==> src/rtl/counter_pkg.sv <==
// counter_pkg: shared rate-select codes and prescaler sizing helper
package counter_pkg;

    localparam logic [1:0] RATE_X1 = 2'd0;
    localparam logic [1:0] RATE_X2 = 2'd1;
    localparam logic [1:0] RATE_X4 = 2'd2;
    localparam logic [1:0] RATE_X8 = 2'd3;

    function automatic int presc_width(input int base);
        return $clog2(base);
    endfunction

endpackage

==> src/rtl/tick_prescaler.sv <==
// tick_prescaler: divider that pulses term once every (BASE >> rate_sel) enabled cycles
module tick_prescaler
    import counter_pkg::*;
#(
    parameter int BASE = 12_000_000
) (
    input  logic       clk,
    input  logic       rst,
    input  logic       en,
    input  logic       clr,
    input  logic [1:0] rate_sel,
    output logic       term
);

    localparam int PW = presc_width(BASE);

    logic [PW-1:0] presc_q, presc_d;
    logic [31:0]   last;

    // Terminal uses >= so a rate change below the current count fires at once
    always_comb begin
        last    = (32'(BASE) >> rate_sel) - 32'd1;
        term    = en && !clr && (32'(presc_q) >= last);
        presc_d = (clr || term) ? '0 : en ? presc_q + PW'(1) : presc_q;
    end

    // Prescaler register; holds while disabled so partial periods survive a pause
    always_ff @(posedge clk) begin
        if (rst) presc_q <= '0;
        else     presc_q <= presc_d;
    end

endmodule

==> src/rtl/auto_tick_counter.sv <==
// auto_tick_counter: run/pause, up/down, multi-rate LED counter with wrap or saturate limits
module auto_tick_counter
    import counter_pkg::*;
#(
    parameter int CLK_HZ        = 12_000_000,
    parameter int TICK_HZ       = 1,
    parameter int WIDTH         = 4,
    parameter int SATURATE      = 0,
    parameter bit START_RUNNING = 1'b1
) (
    input  logic             clk,
    input  logic             rst,
    input  logic             clear,
    input  logic             run_toggle,
    input  logic             dir,
    input  logic [1:0]       rate_sel,
    output logic [WIDTH-1:0] count,
    output logic             tick,
    output logic             limit_evt,
    output logic             running
);

    localparam int BASE = CLK_HZ / TICK_HZ;

    if (BASE % 8 != 0) begin : g_base_chk
        $error("auto_tick_counter: CLK_HZ/TICK_HZ must be a multiple of 8");
    end
    if (WIDTH < 1 || WIDTH > 32) begin : g_width_chk
        $error("auto_tick_counter: WIDTH must be 1..32");
    end

    logic             term;
    logic             rt_q;
    logic             running_q, running_d;
    logic [WIDTH-1:0] count_q, count_d, stepped;
    logic             tick_q;
    logic             limit_q, limit_d;
    logic             at_limit;

    tick_prescaler #(.BASE(BASE)) u_presc (
        .clk      (clk),
        .rst      (rst),
        .en       (running_q),
        .clr      (clear),
        .rate_sel (rate_sel),
        .term     (term)
    );

    // Next count, limit event and run flag; clear wins over any tick
    always_comb begin
        at_limit  = dir ? (count_q == '0) : (count_q == '1);
        stepped   = dir ? count_q - WIDTH'(1) : count_q + WIDTH'(1);
        count_d   = clear ? '0 : !term ? count_q : (at_limit && SATURATE != 0) ? count_q : stepped;
        limit_d   = term && at_limit;
        running_d = running_q ^ (run_toggle && !rt_q);
    end

    // Output and state registers; edge history resets high to ignore buttons held through reset
    always_ff @(posedge clk) begin
        if (rst) begin
            rt_q      <= 1'b1;
            running_q <= START_RUNNING;
            count_q   <= '0;
            tick_q    <= 1'b0;
            limit_q   <= 1'b0;
        end else begin
            rt_q      <= run_toggle;
            running_q <= running_d;
            count_q   <= count_d;
            tick_q    <= term;
            limit_q   <= limit_d;
        end
    end

    assign count     = count_q;
    assign tick      = tick_q;
    assign limit_evt = limit_q;
    assign running   = running_q;

endmodule
==> config.mk <==
export PLATFORM = sky130hd
export DESIGN_NAME = auto_tick_counter
export DESIGN_NICKNAME = d
export VERILOG_FILES = /design/src/rtl/counter_pkg.sv /design/src/rtl/tick_prescaler.sv /design/src/rtl/auto_tick_counter.sv
export SDC_FILE = /design/constraint.sdc
export NUM_CORES = 1
export LEC_CHECK = 0
export CAP_MARGIN = 20
export CELL_PAD_IN_SITES_DETAIL_PLACEMENT = 0
export CELL_PAD_IN_SITES_GLOBAL_PLACEMENT = 2
export CORE_UTILIZATION = 37
export DETAILED_ROUTE_END_ITERATION = 7
export PLACE_DENSITY = 0.85
export SKIP_CTS_REPAIR_TIMING = 1
export SLEW_MARGIN = 25
export SYNTH_ARGS = -nofsm -noshare
export SYNTH_HDL_FRONTEND = slang
export SYNTH_HIERARCHICAL = 1
export SYNTH_SLANG_ARGS = --single-unit
==> constraint.sdc <==
create_clock -name clk -period 4.7 [get_ports clk]
set_clock_uncertainty 0.1 [all_clocks]
set_input_delay 1.41 -clock clk [delete_from_list [all_inputs] [get_ports clk]]
set_output_delay 1.41 -clock clk [all_outputs]
set_load 0.005 [all_outputs]
Yosys cells after proc, flatten, opt, wreduce, memory -nomap -nowiden
Cells that the tools add are included.
{"block": "word_totals", "ramBits": 0, "latchBits": 0, "memories": 0, "elab_cells": 26, "output_inout_bits": 7, "input_bits": 7, "register_bits": 32, "mem_bits_ro": 0}
{"block": "classes", "n_lt_le_gt_ge": 1, "reduce_logical": 10, "shifts": 1, "n_div": 0, "bitwise": 1, "add_sub_neg": 4, "eq_ne": 1, "mul": 0, "muxes": 2}
{"op": "$ge 24x32->1", "n": 1}
{"op": "$shr 24x2->32 const A", "n": 1}
{"op": "$sub 32x1->32 const B", "n": 1}
{"op": "$add 24x1->24 const B", "n": 1}
{"op": "$add 4x1->4 const B", "n": 1}
{"op": "$eq 4x4->1 const B", "n": 1}
{"op": "$logic_and 1x1->1", "n": 4}
{"op": "$logic_not 4->1", "n": 1}
{"op": "$mux 4", "n": 1}
{"op": "$reduce_or 2->1", "n": 2}
{"op": "$sub 4x1->4 const B", "n": 1}
{"op": "$logic_not 1->1", "n": 2}
{"op": "$logic_or 1x1->1", "n": 1}
{"op": "$mux 1", "n": 1}
{"op": "$xor 1x1->1", "n": 1}

Longest topological paths before layout
{"block": "depth", "word_depth": 6, "ltp_mapped": 15, "mapped_depth_nobuf": 13}

Hierarchy
Netlist, hierarchy kept.
{"module": "tick_prescaler", "area_each_um2": 1762.9, "seq_area_each_um2": 480.5, "cells_per_inst": 200, "instances": 1}
{"module": "auto_tick_counter", "area_each_um2": 381.6, "seq_area_each_um2": 160.2, "cells_per_inst": 40, "instances": 1}

Worst setup path after synthesis
No wires, ideal clock.
{"block": "synth_timing", "path_kind": "input to register", "startpoint": "input rate_sel[0]", "endpoint": "register count_q[3] (netlist: count[3])", "required_ps": 4521, "arrival_time_ps": 3971, "stages": 15, "setup_time_ps": 79, "slack_ps": 549, "n_path_buf": 2, "cell_sequence": "inv_1 > ha_1 > inv_1 > ha_1 > clkbuf_1 > ha_1 > nand4_1 > nor3_1 > nand2_1 > o211ai_2 > buf_2 > inv_2 > a211o_1 > a21o_1 > a211oi_2"}
{"block": "synth_between", "elab_chain_cells": 4}
{"element": "start: declaration", "line_no": "auto_tick_counter.sv:16", "source": "input logic [1:0] rate_sel,"}
{"element": "$shr 24x2->32", "line_no": "tick_prescaler.sv:22", "source": "last = (32'(BASE) >> rate_sel) - 32'd1;"}
{"element": "$sub 32x1->32", "line_no": "tick_prescaler.sv:22"}
{"element": "$ge 24x32->1", "line_no": "tick_prescaler.sv:23", "source": "term = en && !clr && (32'(presc_q) >= last);"}
{"element": "$logic_and 1x1->1", "line_no": "tick_prescaler.sv:23"}
{"element": "net term", "line_no": "auto_tick_counter.sv:32", "source": "logic term;"}
{"element": "end signal: assignment", "line_no": "auto_tick_counter.sv:69", "source": "count_q <= count_d;"}
{"element": "end: declaration", "line_no": "auto_tick_counter.sv:35", "source": "logic [WIDTH-1:0] count_q, count_d, stepped;"}
The timed path passes the listed nets, and every way through them passes these cells.
A chain may end at the register's enable or synchronous reset.

Worst setup path after layout
Same ends and word-level chain as after synthesis.

==> report_table.html <==
<table>
<tr><th>Metric</th><th>Value</th></tr>
<tr><th colspan="2">Drt</th></tr>
<tr><td>Length of the first detailed-routing pass in iterations</td><td>4</td></tr>
<tr><td>Drt via density</td><td>5.260</td></tr>
<tr><td>Post-route DRC violation count</td><td>0</td></tr>
<tr><td>Post-detailed-route count of antenna-violating nets</td><td>0</td></tr>
<tr><td>Overall via count from detail_route</td><td>1720</td></tr>
<tr><td>Iteration-0 DRC Markers</td><td>61</td></tr>
<tr><td>Routed length per instance</td><td>around 15 um</td></tr>
<tr><td>Routed wire length</td><td>around 4800 um</td></tr>
<tr><th colspan="2">STA</th></tr>
<tr><td>Achievable clock frequency</td><td>233.9 MHz</td></tr>
<tr><td>Crit share post-route</td><td>90.96%</td></tr>
<tr><td>Final setup TNS</td><td>0 ps</td></tr>
<tr><td>Remaining max-slew budget at the tightest pin</td><td>just under 60%</td></tr>
<tr><td>Min Tclk post-route</td><td>4275 ps</td></tr>
<tr><td>Tightest Pin Transition</td><td>611.1 ps</td></tr>
<tr><td>Final setup viols</td><td>0</td></tr>
<tr><td>Min setup slack post-route</td><td>425.0 ps</td></tr>
<tr><td>Final count of pins violating max slew</td><td>0</td></tr>
<tr><td>Number of hold violations in the final report</td><td>0</td></tr>
<tr><td>Setup repair after global routing missed its margin</td><td>no</td></tr>
<tr><th colspan="2">Power and ir drop</th></tr>
<tr><td>Power consumption</td><td>589.2 uW</td></tr>
<tr><td>Reported leakage power</td><td>0.9175 nW</td></tr>
<tr><td>IR drop worst, VDD</td><td>0.0001176 V</td></tr>
<tr><td>Power Dens Cells</td><td>240.5 nW/um^2</td></tr>
<tr><th colspan="2">Clocking</th></tr>
<tr><td>Level count of the clock H-tree</td><td>2</td></tr>
<tr><td>Latest clock arrival within the worst-skew pair</td><td>around 290 ps</td></tr>
<tr><td>Max clock buf depth</td><td>2</td></tr>
<tr><td>Root Driver</td><td>sky130_fd_sc_hd__clkbuf_8</td></tr>
<tr><td>Clock transition time at the flip-flop clock pins of the worst setup and hold paths</td><td>70 ps</td></tr>
<tr><td>Clock Sinks</td><td>32</td></tr>
<tr><td>CTS tree</td><td>yes</td></tr>
<tr><td>Number of buffers created by CTS</td><td>5</td></tr>
<tr><th colspan="2">Worst setup path</th></tr>
<tr><td>CP Data Arrival Time</td><td>between 4000 and 5000 ps</td></tr>
<tr><td>Reg2reg setup slack</td><td>2200 ps</td></tr>
<tr><td>Critical path buffers and inverters</td><td>4</td></tr>
<tr><td>CP cell instances</td><td>clkdlybuf4s50_1 -&gt; inv_1 -&gt; ha_1 -&gt; inv_1 -&gt; ha_1 -&gt; ha_1 -&gt; nand2_1 -&gt; nor4b_1 -&gt; nand4_1 -&gt; o211ai_2 -&gt; inv_2 -&gt; a211o_1 -&gt; a21o_1 -&gt; a211oi_2</td></tr>
<tr><td>Startpoint type of the worst setup path</td><td>primary input</td></tr>
<tr><td>Worst endpoint required time</td><td>4820 ps</td></tr>
<tr><td>Critical path fanouts, max</td><td>6</td></tr>
<tr><td>Kind of end point of the critical path</td><td>flip-flop</td></tr>
<tr><td>Most used cell along the critical path</td><td>sky130_fd_sc_hd__ha_1</td></tr>
<tr><td>Category of the most critical setup path</td><td>primary input to flip-flop</td></tr>
<tr><td>Longest individual stage delay on the worst path</td><td>560 ps</td></tr>
<tr><td>CP delay by family, top</td><td>buffers and inverters</td></tr>
<tr><td>Master of the slowest instance on the critical path</td><td>sky130_fd_sc_hd__clkdlybuf4s50_1</td></tr>
<tr><th colspan="2">Job</th></tr>
<tr><td>Maximum Capacitance Violations</td><td>0</td></tr>
<tr><th colspan="2">Cells and area</th></tr>
<tr><td>Final non-filler cell area</td><td>2450 um^2</td></tr>
<tr><td>Layout area overhead</td><td>14.24%</td></tr>
<tr><td>Final-layout fill cell count</td><td>573</td></tr>
<tr><td>Nets</td><td>between 200 and 300</td></tr>
<tr><td>Layout cell share with drive strength beyond 1</td><td>10.20%</td></tr>
<tr><td>Diodes inserted</td><td>0</td></tr>
<tr><th colspan="2">Floorplanning</th></tr>
<tr><td>I/O Pins</td><td>14</td></tr>
<tr><td>Core Footprint</td><td>5540 um^2</td></tr>
<tr><td>Initial core utilization</td><td>38.71%</td></tr>
<tr><td>Floorplan die width</td><td>between 70 and 80 um</td></tr>
<tr><td>Area of the die</td><td>between 6000 and 7000 um^2</td></tr>
<tr><td>Row count</td><td>27</td></tr>
<tr><td>Vertical extent of the die</td><td>78.13 um</td></tr>
<tr><th colspan="2">Logic synthesis</th></tr>
<tr><td>Synthesized Nets</td><td>between 200 and 300</td></tr>
<tr><td>Proportion of register bits with asynchronous set or reset after synthesis</td><td>0%</td></tr>
<tr><td>Top cells by instance count after synthesis</td><td>sky130_fd_sc_hd__dfxtp_1, sky130_fd_sc_hd__ha_1, sky130_fd_sc_hd__nor3_1</td></tr>
<tr><td>Number of distinct standard cells referenced by the synthesized netlist</td><td>43</td></tr>
<tr><td>Number of storage elements in the synthesis netlist</td><td>32</td></tr>
<tr><td>Leading register cell type out of synthesis</td><td>sky130_fd_sc_hd__dfxtp_1</td></tr>
<tr><td>Most common cell in the netlist</td><td>sky130_fd_sc_hd__dfxtp_1</td></tr>
<tr><td>Average cell area after synthesis</td><td>8.936 um^2</td></tr>
<tr><td>Summed instance area of the synthesized netlist</td><td>2145 um^2</td></tr>
<tr><td>Largest area contributor in the netlist</td><td>sky130_fd_sc_hd__dfxtp_1</td></tr>
<tr><td>Part of the Yosys area used for sequential elements</td><td>29.87%</td></tr>
<tr><td>Ys Warns</td><td>6</td></tr>
<tr><td>Instance count of the mapped netlist</td><td>240</td></tr>
<tr><td>Portion of synthesized cell area occupied by the leading cell type</td><td>roughly 30%</td></tr>
<tr><td>Count of flip-flops with a built-in enable after synthesis</td><td>0</td></tr>
<tr><td>Cells taking the most area after synthesis</td><td>sky130_fd_sc_hd__dfxtp_1, sky130_fd_sc_hd__ha_1, sky130_fd_sc_hd__xnor2_1, sky130_fd_sc_hd__nor3_1, sky130_fd_sc_hd__xor2_1</td></tr>
<tr><th colspan="2">Placement</th></tr>
<tr><td>Worst setup timing slack at the placement stage</td><td>roughly 85 ps</td></tr>
<tr><td>Standard cell area after detailed placement</td><td>2342 um^2</td></tr>
<tr><td>Number of buffer cells added on primary ports</td><td>13</td></tr>
<tr><td>HPWL Detailed</td><td>3480 um</td></tr>
<tr><td>Global placement routability congestion</td><td>0.8070</td></tr>
<tr><th colspan="2">GRT</th></tr>
<tr><td>Total grt overflow</td><td>0</td></tr>
<tr><td>Wire length of the first global-routing pass</td><td>8231 um</td></tr>
<tr><td>Initial antenna violation count</td><td>0</td></tr>
<tr><td>Pin count of the biggest net entering global routing</td><td>25</td></tr>
<tr><td>All-layer global routing usage</td><td>17.49%</td></tr>
<tr><td>Vias in the first global route</td><td>1685</td></tr>
<tr><th colspan="2">Outcome</th></tr>
<tr><td>Result of the run</td><td>completed</td></tr>
<tr><th colspan="2">Worst hold path</th></tr>
<tr><td>Min-Delay Path Class</td><td>flip-flop to flip-flop</td></tr>
</table>
metrics by stage:
stage | std cells | util [%] | hold slack (ps)
after floorplan | 240 | - | 407.9
after detailed placement | 319 | 42.28 | 441.5
after global routing | 327 | 44.22 | 485.6
final | 327 | 44.22 | 455.1
after global placement | 319 | 42.28 | 427.0
after CTS | 327 | 44.22 | 458.4
tightest hold or removal path, delay by kind of cell (launching register included):
family,cells,cell delay [ps]
AO/OA/AOI/OAI,1,60
flip-flops,1,360
AND/OR/NAND/NOR,1,100
path summary, 6_finish.rpt:
path                            endpoint  cells after the start           startpoint
worst max register to register  count[3]                      9  u_presc/presc_q[15]
worst min register to register  count[1]                      2             count[1]
worst min-delay path            count[1]                      2             count[1]
worst max-delay path            count[3]                     14          rate_sel[0]
per-layer routing:
metal / up-vias / track usage, % / routed length (um)
met1: 820 / 23.26 / 2416
met5: - / 0 / 0
met4: 0 / 8.333 / 70
met2: 17 / 27.19 / 2134
met3: 6 / 3.140 / 129
li1: 877 / - / -
cell type report:
type                       instances  area [um^2]  area share, %
sequential                        32        640.6          26.15
clock inverter                     2        35.03          1.430
inverter                          17        63.81          2.605
clock buffer                       6        72.57          2.962
timing repair buffer              16        152.6          6.231
tap                               72        90.09          3.677
multi-input combinational        182         1395          56.95
cell families after synthesis:
family	count (synthesis)	share of synthesized area (%)
compound gates	24	7.584
xor+xnor	27	11.03
fa+ha+maj	31	18.44
buf+inv	26	5.076
flops	32	29.87
mux	1	0.4668
simple gates	99	27.54
registers in the layout, indices dropped and copies added (netlist names):
name             flops
rt_q                 1
limit_evt            1
running              1
u_presc/presc_q     24
tick                 1
count                4
cells in the final DEF (no fill, tap or decap), types with 2 or more instances in the layout:
master                            instances
sky130_fd_sc_hd__o21ai_0                  5
sky130_fd_sc_hd__or2_2                    2
sky130_fd_sc_hd__nor3_2                   5
sky130_fd_sc_hd__o211ai_1                 2
sky130_fd_sc_hd__buf_4                    3
sky130_fd_sc_hd__a21oi_1                  8
sky130_fd_sc_hd__nor4_1                   2
sky130_fd_sc_hd__inv_1                   16
sky130_fd_sc_hd__nand3_1                  7
sky130_fd_sc_hd__and4_1                   2
sky130_fd_sc_hd__dfxtp_1                 32
sky130_fd_sc_hd__xor2_1                   8
sky130_fd_sc_hd__nor2_1                  10
sky130_fd_sc_hd__or4_1                    2
sky130_fd_sc_hd__xnor2_1                 19
sky130_fd_sc_hd__a211oi_1                 2
sky130_fd_sc_hd__ha_1                    30
sky130_fd_sc_hd__nand2_1                 17
sky130_fd_sc_hd__nor2b_1                  2
sky130_fd_sc_hd__nand3_2                  2
sky130_fd_sc_hd__nand4_1                 10
sky130_fd_sc_hd__clkdlybuf4s50_1         13
sky130_fd_sc_hd__clkbuf_8                 5
sky130_fd_sc_hd__nor3_1                  29
where the power goes:
part / switching (mW) / leakage [nW] / internal [mW]
registers: 0.00314 / 0.258 / 0.273
clock network: 0.109 / 0.0552 / 0.157
logic: 0.0262 / 0.604 / 0.0205
total: 0.138 / 0.917 / 0.451
No activity file was read; power rests on OpenSTA's default activity.
